File: src/rtl/systolic_pkg.sv
// rtl/systolic_pkg.sv - shared types and helpers for the systolic array drain path
package systolic_pkg;

  typedef enum logic [2:0] {
    IDLE,
    PRIME,
    DRAIN,
    CLEAR,
    DONE
  } drain_state_t;

  // Index width that stays at least one bit even for degenerate sizes
  function automatic int idx_w(input int n);
    return ($clog2(n) < 1) ? 1 : $clog2(n);
  endfunction

endpackage

File: src/rtl/systolic_out_reg.sv
// rtl/systolic_out_reg.sv - load-enabled output register holding one result and its last flag
module systolic_out_reg #(
  parameter int W = 32
) (
  input  logic         clk,
  input  logic         rst,
  input  logic         load,
  input  logic [W-1:0] d_msg,
  input  logic         d_last,
  output logic [W-1:0] msg,
  output logic         last
);

  logic [W:0] data_q;
  logic [W:0] data_d;

  // Capture a new (last, msg) pair only on load; otherwise hold through stalls
  always_comb begin
    data_d = data_q;
    if (load) begin
      data_d = {d_last, d_msg};
    end
  end

  // Storage with asynchronous clear
  always_ff @(posedge clk or negedge rst) begin
    if (!rst) begin
      data_q <= '0;
    end else begin
      data_q <= data_d;
    end
  end

  assign msg  = data_q[W-1:0];
  assign last = data_q[W];

endmodule

File: src/rtl/systolic_drain_ctrl.sv
// rtl/systolic_drain_ctrl.sv - serialises the SIZE x SIZE accumulator results onto a val/rdy stream
module systolic_drain_ctrl
  import systolic_pkg::*;
#(
  parameter  int SIZE   = 4,
  parameter  int DATA_W = 32,
  localparam int IW_R   = idx_w(SIZE)
) (
  input  logic                   clk,
  input  logic                   rst,
  input  logic                   drain_req,
  output logic [IW_R-1:0]        acc_row_sel,
  input  logic [SIZE*DATA_W-1:0] acc_row_data,
  output logic                   send_val,
  input  logic                   send_rdy,
  output logic [DATA_W-1:0]      send_msg,
  output logic                   send_last,
  output logic                   acc_clr,
  output logic                   busy,
  output logic                   done
);

  localparam int              N        = SIZE * SIZE;
  localparam int              IW_S     = idx_w(N);
  localparam logic [IW_R-1:0] RC_LAST  = IW_R'(SIZE - 1);
  localparam logic [IW_S-1:0] IDX_LAST = IW_S'(N - 1);

  drain_state_t    state_q, state_d;
  logic [IW_R-1:0] f_row_q, f_row_d;
  logic [IW_R-1:0] f_col_q, f_col_d;
  logic [IW_S-1:0] idx_q, idx_d;
  logic            send_val_q, send_val_d;
  logic            acc_clr_q, acc_clr_d;
  logic            busy_q, busy_d;
  logic            done_q, done_d;

  logic              load;
  logic [DATA_W-1:0] col_data;
  logic              ld_last;
  logic [IW_R-1:0]   nxt_row;
  logic [IW_R-1:0]   nxt_col;

  // Column mux over the currently selected row, plus the row-major successor of the fetch pointer
  always_comb begin
    col_data = '0;
    for (int c = 0; c < SIZE; c++) begin
      if (f_col_q == IW_R'(c)) begin
        col_data = acc_row_data[c*DATA_W +: DATA_W];
      end
    end
    ld_last = (f_row_q == RC_LAST) && (f_col_q == RC_LAST);
    if (f_col_q == RC_LAST) begin
      nxt_col = '0;
      nxt_row = (f_row_q == RC_LAST) ? '0 : f_row_q + 1'b1;
    end else begin
      nxt_col = f_col_q + 1'b1;
      nxt_row = f_row_q;
    end
  end

  // Next-state, counter and output decode; outputs are derived from the next state so they register cleanly
  always_comb begin
    state_d = state_q;
    f_row_d = f_row_q;
    f_col_d = f_col_q;
    idx_d   = idx_q;
    load    = 1'b0;
    case (state_q)
      IDLE: begin
        if (drain_req) begin
          state_d = PRIME;
          f_row_d = '0;
          f_col_d = '0;
          idx_d   = '0;
        end
      end
      PRIME: begin
        load    = 1'b1;
        f_row_d = nxt_row;
        f_col_d = nxt_col;
        state_d = DRAIN;
      end
      DRAIN: begin
        if (send_val_q && send_rdy) begin
          if (idx_q == IDX_LAST) begin
            state_d = CLEAR;
          end else begin
            load    = 1'b1;
            f_row_d = nxt_row;
            f_col_d = nxt_col;
            idx_d   = idx_q + 1'b1;
          end
        end
      end
      CLEAR: begin
        state_d = DONE;
      end
      DONE: begin
        // Wait for the request to drop so a stale level cannot start a second drain
        if (!drain_req) begin
          state_d = IDLE;
        end
      end
      default: begin
        state_d = IDLE;
      end
    endcase
    send_val_d = (state_d == DRAIN);
    acc_clr_d  = (state_d == CLEAR);
    busy_d     = (state_d == PRIME) || (state_d == DRAIN) || (state_d == CLEAR);
    done_d     = (state_d == DONE);
  end

  // FSM state, fetch pointer, send index and registered status outputs
  always_ff @(posedge clk or negedge rst) begin
    if (!rst) begin
      state_q    <= IDLE;
      f_row_q    <= '0;
      f_col_q    <= '0;
      idx_q      <= '0;
      send_val_q <= 1'b0;
      acc_clr_q  <= 1'b0;
      busy_q     <= 1'b0;
      done_q     <= 1'b0;
    end else begin
      state_q    <= state_d;
      f_row_q    <= f_row_d;
      f_col_q    <= f_col_d;
      idx_q      <= idx_d;
      send_val_q <= send_val_d;
      acc_clr_q  <= acc_clr_d;
      busy_q     <= busy_d;
      done_q     <= done_d;
    end
  end

  systolic_out_reg #(
    .W(DATA_W)
  ) u_out_reg (
    .clk   (clk),
    .rst   (rst),
    .load  (load),
    .d_msg (col_data),
    .d_last(ld_last),
    .msg   (send_msg),
    .last  (send_last)
  );

  assign acc_row_sel = f_row_q;
  assign send_val    = send_val_q;
  assign acc_clr     = acc_clr_q;
  assign busy        = busy_q;
  assign done        = done_q;

endmodule

File: config.mk
export PLATFORM = sky130hd
export DESIGN_NAME = systolic_drain_ctrl
export DESIGN_NICKNAME = d
export VERILOG_FILES = /design/src/rtl/systolic_pkg.sv /design/src/rtl/systolic_out_reg.sv /design/src/rtl/systolic_drain_ctrl.sv
export SDC_FILE = /design/constraint.sdc
export NUM_CORES = 1
export LEC_CHECK = 0
export ABC_AREA = 1
export ABC_CLOCK_PERIOD_IN_PS = 3700
export CAP_MARGIN = 20
export CORE_AREA = 2 2 90 92
export CTS_CLUSTER_DIAMETER = 100
export DETAILED_ROUTE_END_ITERATION = 10
export DIE_AREA = 0 0 92 94
export PLACE_DENSITY = 0.93
export SLEW_MARGIN = 20
export SYNTH_ARGS = -nofsm -noshare
export SYNTH_HDL_FRONTEND = slang
export SYNTH_SLANG_ARGS = --single-unit
File: constraint.sdc
create_clock -name clk -period 3.7 [get_ports clk]
set_input_delay 0.74 -clock clk [delete_from_list [all_inputs] [get_ports clk]]
set_output_delay 0.74 -clock clk [all_outputs]
set_load 0.1 [all_outputs]
# Yosys cells after proc, flatten, opt, wreduce, memory -nomap -nowiden
# Index checks and enable logic that the tools add are counted.
# W data, S select, Z words.
totals:
  ff_bits: 48
  elab_cells: 64
classes:
  addsub: 3
  eq_ne: 16
  n_mux: 26
  n_reduce_logical: 10
ops:
  columns: ["operator", "n"]
  rows:
  - ["$mux W32", 4]
  - ["$mux W2", 8]
  - ["$pmux W3 S5", 1]
  - ["$eq A3 B2 Y1 const B", 4]
  - ["$mux W3", 4]
  - ["$mux W4", 3]
  - ["$pmux W2 S3", 2]
  - ["$pmux W4 S2", 1]
  - ["$reduce_and A4 Y1", 2]
  - ["$eq A2 B2 Y1 const B", 3]
  - ["$eq A3 B1 Y1 const B", 2]
  - ["$eq A3 B3 Y1 const B", 2]
  - ["$ne A2 B2 Y1 const B", 3]
  - ["$add A2 B1 Y2 const B", 2]
  - ["$add A4 B1 Y4 const B", 1]
  - ["$eq A4 B4 Y1 const B", 1]
  - ["$logic_not A3 Y1", 1]
  - ["$reduce_bool A3 Y1", 1]
  - ["$eq A2 B1 Y1 const B", 1]
  - ["$logic_and A1 B1 Y1", 2]
  - ["$logic_not A2 Y1", 1]
  - ["$logic_or A1 B1 Y1", 2]
  - ["$mux W1", 2]
  - ["$pmux W1 S2", 1]
  - ["$reduce_bool A2 Y1", 1]

# Depth between registers and ports, before layout
# Gate-level depths: netlist of run 1.
logic_depth:
  word_depth: 7
  depth_mapped: 11
  depth_no_buf: 9

# By module
# A second synthesis of run 1 with hierarchy kept.
unflattened:
  hier_cells: 492
  area_unflattened_um2: 3213.1
modules_own_cells:
  columns: ["mod", "instances", "cells_per_inst", "area_each_um2", "seq_area_each_um2"]
  rows:
  - ["systolic_drain_ctrl", 1, 352, 1908.1, 375.4]
  - ["systolic_out_reg", 1, 140, 1305.0, 825.8]

# Worst setup path before layout of run 1
# No wires, ideal clock.
synth_timing:
  kind: "flip-flop to flip-flop"
  startpoint: "register send_val_q, in the netlist send_val"
  endpoint: "register u_out_reg.data_q[0]"
  setup_time_ns: 0.121
  arrival_ns: 1.730
  required_ns: 3.579
  slack_ns: 1.849
  stages_incl_launch_ff: 7
  n_path_buf: 1
  synth_period_minus_slack_ns: 1.851
  path_cell_list: "dfrtp_1 -> nand2_1 -> inv_1 -> nand3_4 -> buf_2 -> nand3_1 -> nand2_1"
synth_between:
  elab_chain_len: 3
synth_rtl:
  columns: ["item", "line_no", "text"]
  rows:
  - ["from (decl)", "systolic_drain_ctrl.sv:32", "logic send_val_q, send_val_d;"]
  - ["from (signal assigned)", "systolic_drain_ctrl.sv:130", "send_val_q <= send_val_d;"]
  - ["$logic_and A1 B1 Y1", "systolic_drain_ctrl.sv:84", "if (send_val_q && send_rdy) begin"]
  - ["$mux W1", "systolic_drain_ctrl.sv:84", null]
  - ["$pmux W1 S2", "systolic_drain_ctrl.sv:68", "case (state_q)"]
  - ["to (signal assigned)", "systolic_out_reg.sv:30", "data_q <= data_d;"]
  - ["to (decl)", "systolic_out_reg.sv:14", "logic [W:0] data_q;"]
# Every way passes these cells.
# A chain may end at the register's enable or synchronous reset.

# Final worst setup path of run 1
layout_timing:
  startpoint: "register u_out_reg.data_q[2]"
  endpoint: "output send_msg[2]"
layout_lines:
  columns: ["item", "line_no", "text"]
  rows:
  - ["to (decl)", "systolic_drain_ctrl.sv:16", "output logic [DATA_W-1:0] send_msg,"]
# No word-level cell between the ends.

==> run_results.csv, run 1 <==
group,metric,value,unit
finish,fin_area,0.00513,mm2
floorplan,die_x,92,um
finish,seqCellArea,0.00120,mm2
synthesis,synthCells,522,
critical_path,critPathBufInv,1,
routing,drc_errors,0,
critical_path,timing_worst_setup_path_type,"reg2out",
clock_tree,clockBufferDepth,2,
synthesis,ys_ff_latch,48,
clock_tree,htreeDepth,2,
floorplan,num_rows,32,
critical_path,cp_slowest_stage_delay,1.20,ns
clock_tree,cts_tree,"done",
routing,ant_nets,0,
critical_path,end_kind,"output port",
critical_path,cp-startpoint,"u_out_reg.data_q[2]$_DFFE_PN0P_",
sta,final_hold_viol_count,0,
finish,fillers,617,
routing,first_iter_violations,183,
critical_path,r2r-start,"f_col_q[1]$_DFFE_PN0P_",
synthesis,synth_top_cell_by_area,"dfrtp_1",
clock_tree,cts_buffers,5,
synthesis,yosysWarnings,0,
synthesis,synthesis.area,0.00331,mm2
critical_path,worstPathMaxFanout,2,
grt,antenna_found_initial,0,
clock_tree,ctsResizeCount,0,
finish,nets,809,
clock_tree,cts_setup_buffers,0,
routing,vias_per_cell,5.15,
floorplan,die_area,0.00865,mm2
sta,fin_crit_sh,70.8,%
floorplan,start_util,43.5,%
sta,rsz0062_at_grt,"no",
grt,grt_pass1_wl,18600,um
critical_path,start_kind,"flip-flop",
sta,tns,0,ns
critical_path,r2r_cells,11,
routing,wire_per_inst,15.0,um
sta,fin_skew,0.00602,ns
clock_tree,cts_root_buffer,"clkbuf_8",
critical_path,r2r_slack,1.44,ns
sta,fin_crit,2.62,ns
synthesis,synth_top_flop_cell,"dfrtp_1",
pwr,peakVddDrop,0.000681,V
critical_path,cp_cell_sequence,"clkdlybuf4s50_1",
critical_path,slowest_stage,"clkdlybuf4s50_1",
synthesis,syn_area_per_cell,6.34,um2
placement,gp_congestion,0.943,
clock_tree,clock-sinks,48,
pwr,power_density,835,mW/mm2
clock_tree,clkLatencyLatePin,0.30,ns
critical_path,crit_family,"buffers and inverters",
routing,dr.pass1.iters,5,
finish,syn2layout_area_growth,55.1,%
critical_path,critPathCapture,"send_msg[2]",
placement,portBuffers,170,
finish,post-route-util,67.5,%
floorplan,io_pins,171,
floorplan,fp.dieH,94,um
synthesis,synth_edf_count,0,
grt,overflow,0,
clock_tree,hold_buffers,0,
sta,worst_pin_slew,1.04,ns
critical_path,arrival,1.88,ns
synthesis,synth_cell_type_count,23,
sta,fmax,382,MHz
critical_path,cp.depth,1,
synthesis,async_reset_ff_share,100,%
run,maxCapViolCount,0,
pwr,p_leak,2.57,nW
synthesis,synth_area_leaders,"dfrtp_1, nand2_1, nand3_1, a21oi_1, inv_1",
grt,grt_usage,26.6,%
sta,setup_viol,0,
synthesis,syn_nets,660,
grt,grt_pass1_vias,4126,
worst_hold_path,hp-class,"in2async",
placement,hpwlAfterDp,8170,um
outcome,status,"finished clean",
floorplan,core-area,0.00761,mm2
sta,slew_violations,0,
finish,diodes,0,
critical_path,crit_required,2.96,ns
routing,drt_wl_total,11600,um
finish,multi_input_area,0.00179,mm2
placement,dpl_cell_area,0.00500,mm2
routing,vias,3980,
sta,relSlewSlack,30.3,%
grt,grt_max_degree,65,
synthesis,synth_top_area_share,36.3,%
critical_path,timing.rr.end,"u_out_reg.data_q[14]$_DFFE_PN0P_",
synthesis,yosysSeqAreaShare,36.3,%
clock_tree,clkTransAtPathRegs,0.09,ns
finish,drive_above_1_share,2.98,%
==> flip-flops by register name, indices dropped and copies added, names as in the netlist <==
register and count:
u_out_reg.data_q 33, busy 1, f_col_q 2, idx_q 4, send_val 1, acc_clr 1, done 1, acc_row_sel 2
state_q 3
==> worst min-delay path by stage <==
stage	to	slack, ns
2_1_floorplan	acc_clr$_DFF_PN0_	0.44
3_5_place_dp	u_out_reg.data_q[18]$_DFFE_PN0P_	0.50
3_3_place_gp	u_out_reg.data_q[24]$_DFFE_PN0P_	0.49
4_1_cts	u_out_reg.data_q[18]$_DFFE_PN0P_	0.52
6_report	state_q[0]$_DFF_PN0_	0.45
5_1_grt	acc_row_sel[0]$_DFFE_PN0P_	0.49
==> Yosys cell counts (2+ instances only) <==
cell        n
buf_1       2
inv_1      43
buf_2      15
ha_1        6
a21oi_1    35
nand4_1     3
nor2_1     13
nand3_1   105
dfrtp_1    48
buf_6       3
clkbuf_1   13
o21ai_0     4
nand2_1   222
==> layer usage <==
layer  up-vias  routed length, um  share of wire [%]  global-route usage [%]
li1       1959                  -                  -                       -
met1      1804               4700                 41                    31.3
met2       197               5720                 49                    47.7
met3        20                883                7.6                    5.06
met4         0                261                2.3                    10.8
met5         -                  0                  0                       0
==> cells in the final DEF, fill, tap and decap left out, drive strengths merged, types with 3 or more instances in the layout <==
cell / n
a21oi: 35
buf: 6
clkbuf: 5
clkdlybuf4s50: 169
dfrtp: 48
ha: 6
inv: 43
nand2: 223
nand3: 106
nand4: 3
nor2: 14
o21ai: 4
==> power breakdown <==
part           internal (mW)  switching (mW)  total [mW]
combinational          0.851            2.26        3.12
clock                  0.128           0.174       0.302
sequential             0.725           0.143       0.868
==> logic make-up (layout without fill, tap and decap cells) <==
logic type	Yosys count	after routing	share of synthesized area [%]
AO/OA/AOI/OAI	40	40	6.09
XOR/XNOR	2	2	0.529
adder cells (fa/ha/maj)	6	6	2.27
buffers and inverters	77	226	9.98
flip-flops	48	48	36.3
AND/OR/NAND/NOR	349	349	44.8
==> final cells by class <==
cell class	count	area share (%)
clock buffer	5	1.34
clock inverter	2	0.244
inverter	44	3.22
multi-input combinational	397	34.9
sequential	48	23.4
tap	102	2.49
timing repair buffer	175	34.4
==> stage by stage <==
step	power, mW	hold slack [ns]	cells	worst slack, ns
5_1_grt	4.56	0.488	773	1.05
6_report	4.29	0.445	773	1.08
3_5_place_dp	3.96	0.496	764	1.15
4_1_cts	4.26	0.517	771	1.10
3_3_place_gp	3.88	0.491	764	1.22
2_1_floorplan	3.16	0.444	522	1.85
No activity file was read; power rests on OpenSTA's default activity.
==> inputs of run 2 (changes only) <==
- ABC_CLOCK_PERIOD_IN_PS: 3700 -> 2500
- CORE_AREA: 2 2 90 92 -> 2 2 94 96
- DIE_AREA: 0 0 92 94 -> 0 0 96 98
- PLACE_DENSITY: 0.93 -> 0.87
- clock period: 3.7 -> 2.5 ns (I/O delays scaled with it)
==> run_results.csv, run 2 (synthesized netlist as in run 1, its figures left out) <==
group,metric,value,unit
floorplan,num_rows,34,
pwr,pwr-share-seq,20.5,%
sta,slew_violations,0,
pwr,switching_share,61.0,%
finish,diodes,0,
pwr,peakVddDrop,0.000717,V
finish,post-route-util,59.9,%
clock_tree,ctsResizeCount,0,
sta,fin_crit,1.91,ns
clock_tree,cts_root_buffer,"clkbuf_8",
floorplan,io_pins,171,
clock_tree,cts_tree,"done",
floorplan,die_x,96,um
pwr,clockPowerShare,7.5,%
clock_tree,clkLatencyLatePin,0.30,ns
finish,fillers,802,
routing,vias,3987,
finish,drive_above_1_share,9.59,%
sta,relSlewSlack,57.0,%
clock_tree,clock-sinks,48,
floorplan,core-area,0.00847,mm2
run,maxCapViolCount,0,
pwr,p_leak,2.65,nW
grt,grt_max_degree,36,
sta,setup_ws,0.594,ns
routing,drt_wl_total,11900,um
grt,grt_usage,25.1,%
sta,setup_viol,0,
grt,antenna_found_initial,0,
routing,drc_errors,0,
finish,top_register,"u_out_reg.data_q",
clock_tree,cts_buffers,5,
placement,post-place-ws,0.382,ns
routing,first_iter_violations,154,
finish,final_common_cell,"nand2_1",
sta,fin_skew,0.00770,ns
finish,seqCellArea,0.00120,mm2
clock_tree,clkTransAtPathRegs,0.10,ns
placement,gp_congestion,0.997,
finish,top_regs,"u_out_reg.data_q: 33 flops, idx_q: 4 flops, state_q: 3 flops",
sta,fin_crit_sh,76.2,%
finish,largest_reg_flops,33,
sta,final_hold_viol_count,0,
critical_path,end_kind,"flip-flop",
critical_path,crit_required,2.74,ns
clock_tree,clockBufferDepth,2,
finish,multi_input_area,0.00178,mm2
routing,dr.pass1.iters,7,
critical_path,worstPathMaxFanout,35,
floorplan,fp.dieH,98,um
placement,hpwlAfterDp,9040,um
finish,nets,815,
sta,worst_pin_slew,0.644,ns
critical_path,start_kind,"flip-flop",
floorplan,die_area,0.00941,mm2
pwr,power_density,1250,mW/mm2
pwr,p_sw,3.85,mW
critical_path,arrival,2.15,ns
finish,syn2layout_area_growth,53.1,%
floorplan,start_util,39.1,%
grt,grt_pass1_wl,18800,um
outcome,status,"finished clean",
finish,instances_no_fill,786,
clock_tree,cts_setup_buffers,0,
worst_hold_path,hp-class,"in2async",
placement,dp_cells,778,
grt,grt_pass1_vias,4128,
finish,final_cell_mix,"nand2_1, clkdlybuf4s50_1, nand3_1, buf_4, dfrtp_1",
sta,rsz0062_at_grt,"no",
sta,tns,0,ns
critical_path,timing_worst_setup_path_type,"reg2reg",
routing,vias_per_cell,5.07,
sta,hold_ws,0.144,ns
sta,fmax,525,MHz
critical_path,r2r_cells,9,
grt,overflow,0,
routing,wire_per_inst,15.1,um
pwr,intPower,2.46,mW
routing,ant_nets,0,
placement,portBuffers,170,
pwr,p_comb_share,71.9,%
clock_tree,hold_buffers,0,
clock_tree,htreeDepth,2,
[run 2: changes by cell type in the layout (fill, tap and decap cells not counted), sizes merged]
cell           previous run  this run
buf                       6        51
clkdlybuf4s50           169       130
clkinvlp                  1         0
inv                      43        45
[run 2: power by group through the flow]
stage | Sequential, mW | Clock [mW] | Combinational, mW
floorplan | 3.06 | 0 | 1.61
global placement | 1.29 | 0 | 4.44
detailed placement | 1.30 | 0 | 4.54
global route | 1.33 | 0.523 | 4.87
finish | 1.30 | 0.475 | 4.54
CTS | 1.30 | 0.489 | 4.54
[run 2: final cells by class]
cell class | instances | area share, %
inverter | 44 | 3.26
multi-input combinational | 397 | 35.1
sequential | 48 | 23.7
tap | 108 | 2.67
clock buffer | 5 | 1.36
clock inverter | 3 | 0.444
timing repair buffer | 181 | 33.4
[run 2: metrics by stage]
| step | total power, mW | area, um2 |
|---|---|---|
| after floorplan | 4.67 | 3310 |
| after global placement | 5.74 | 4980 |
| after detailed placement | 5.85 | 4980 |
| after CTS | 6.33 | 5070 |
| after global routing | 6.72 | 5070 |
| final | 6.31 | 5070 |
[run 2: final timing paths]
kind / start / end / slack, ns
max in group asynchronous: rst / acc_row_sel[1]$_DFFE_PN0P_ / 1.62
worst max-delay path: f_col_q[0]$_DFFE_PN0P_ / u_out_reg.data_q[5]$_DFFE_PN0P_ / 0.59
worst min register to register: u_out_reg.data_q[26]$_DFFE_PN0P_ / u_out_reg.data_q[26]$_DFFE_PN0P_ / 0.52
worst max register to register: f_col_q[0]$_DFFE_PN0P_ / u_out_reg.data_q[5]$_DFFE_PN0P_ / 0.59
worst min-delay path: rst / u_out_reg.data_q[12]$_DFFE_PN0P_ / 0.14
min in group clk: u_out_reg.data_q[26]$_DFFE_PN0P_ / u_out_reg.data_q[26]$_DFFE_PN0P_ / 0.52
[run 2: per-layer routing]
layer | global-route usage (%) | routed length (um) | part of all wire (%) | up-vias
met3 | 4.78 | 956 | 8.1 | 25
met5 | 0 | 0 | 0 | -
li1 | - | - | - | 1964
met1 | 29.1 | 4680 | 39 | 1826
met2 | 45.8 | 5960 | 50 | 172
met4 | 7.03 | 264 | 2.2 | 0
[run 2: worst max-delay path, stage by stage, from the launching register on]
cell and delay [ns]:
dfrtp_1 0.43, inv_1 0.11, ha_2 0.61, buf_12 0.27, a21oi_1 0.08, nand2_1 0.09
nand3_1 0.06, nand2_1 0.07, nand2_1 0.06, nand2_1 0.06
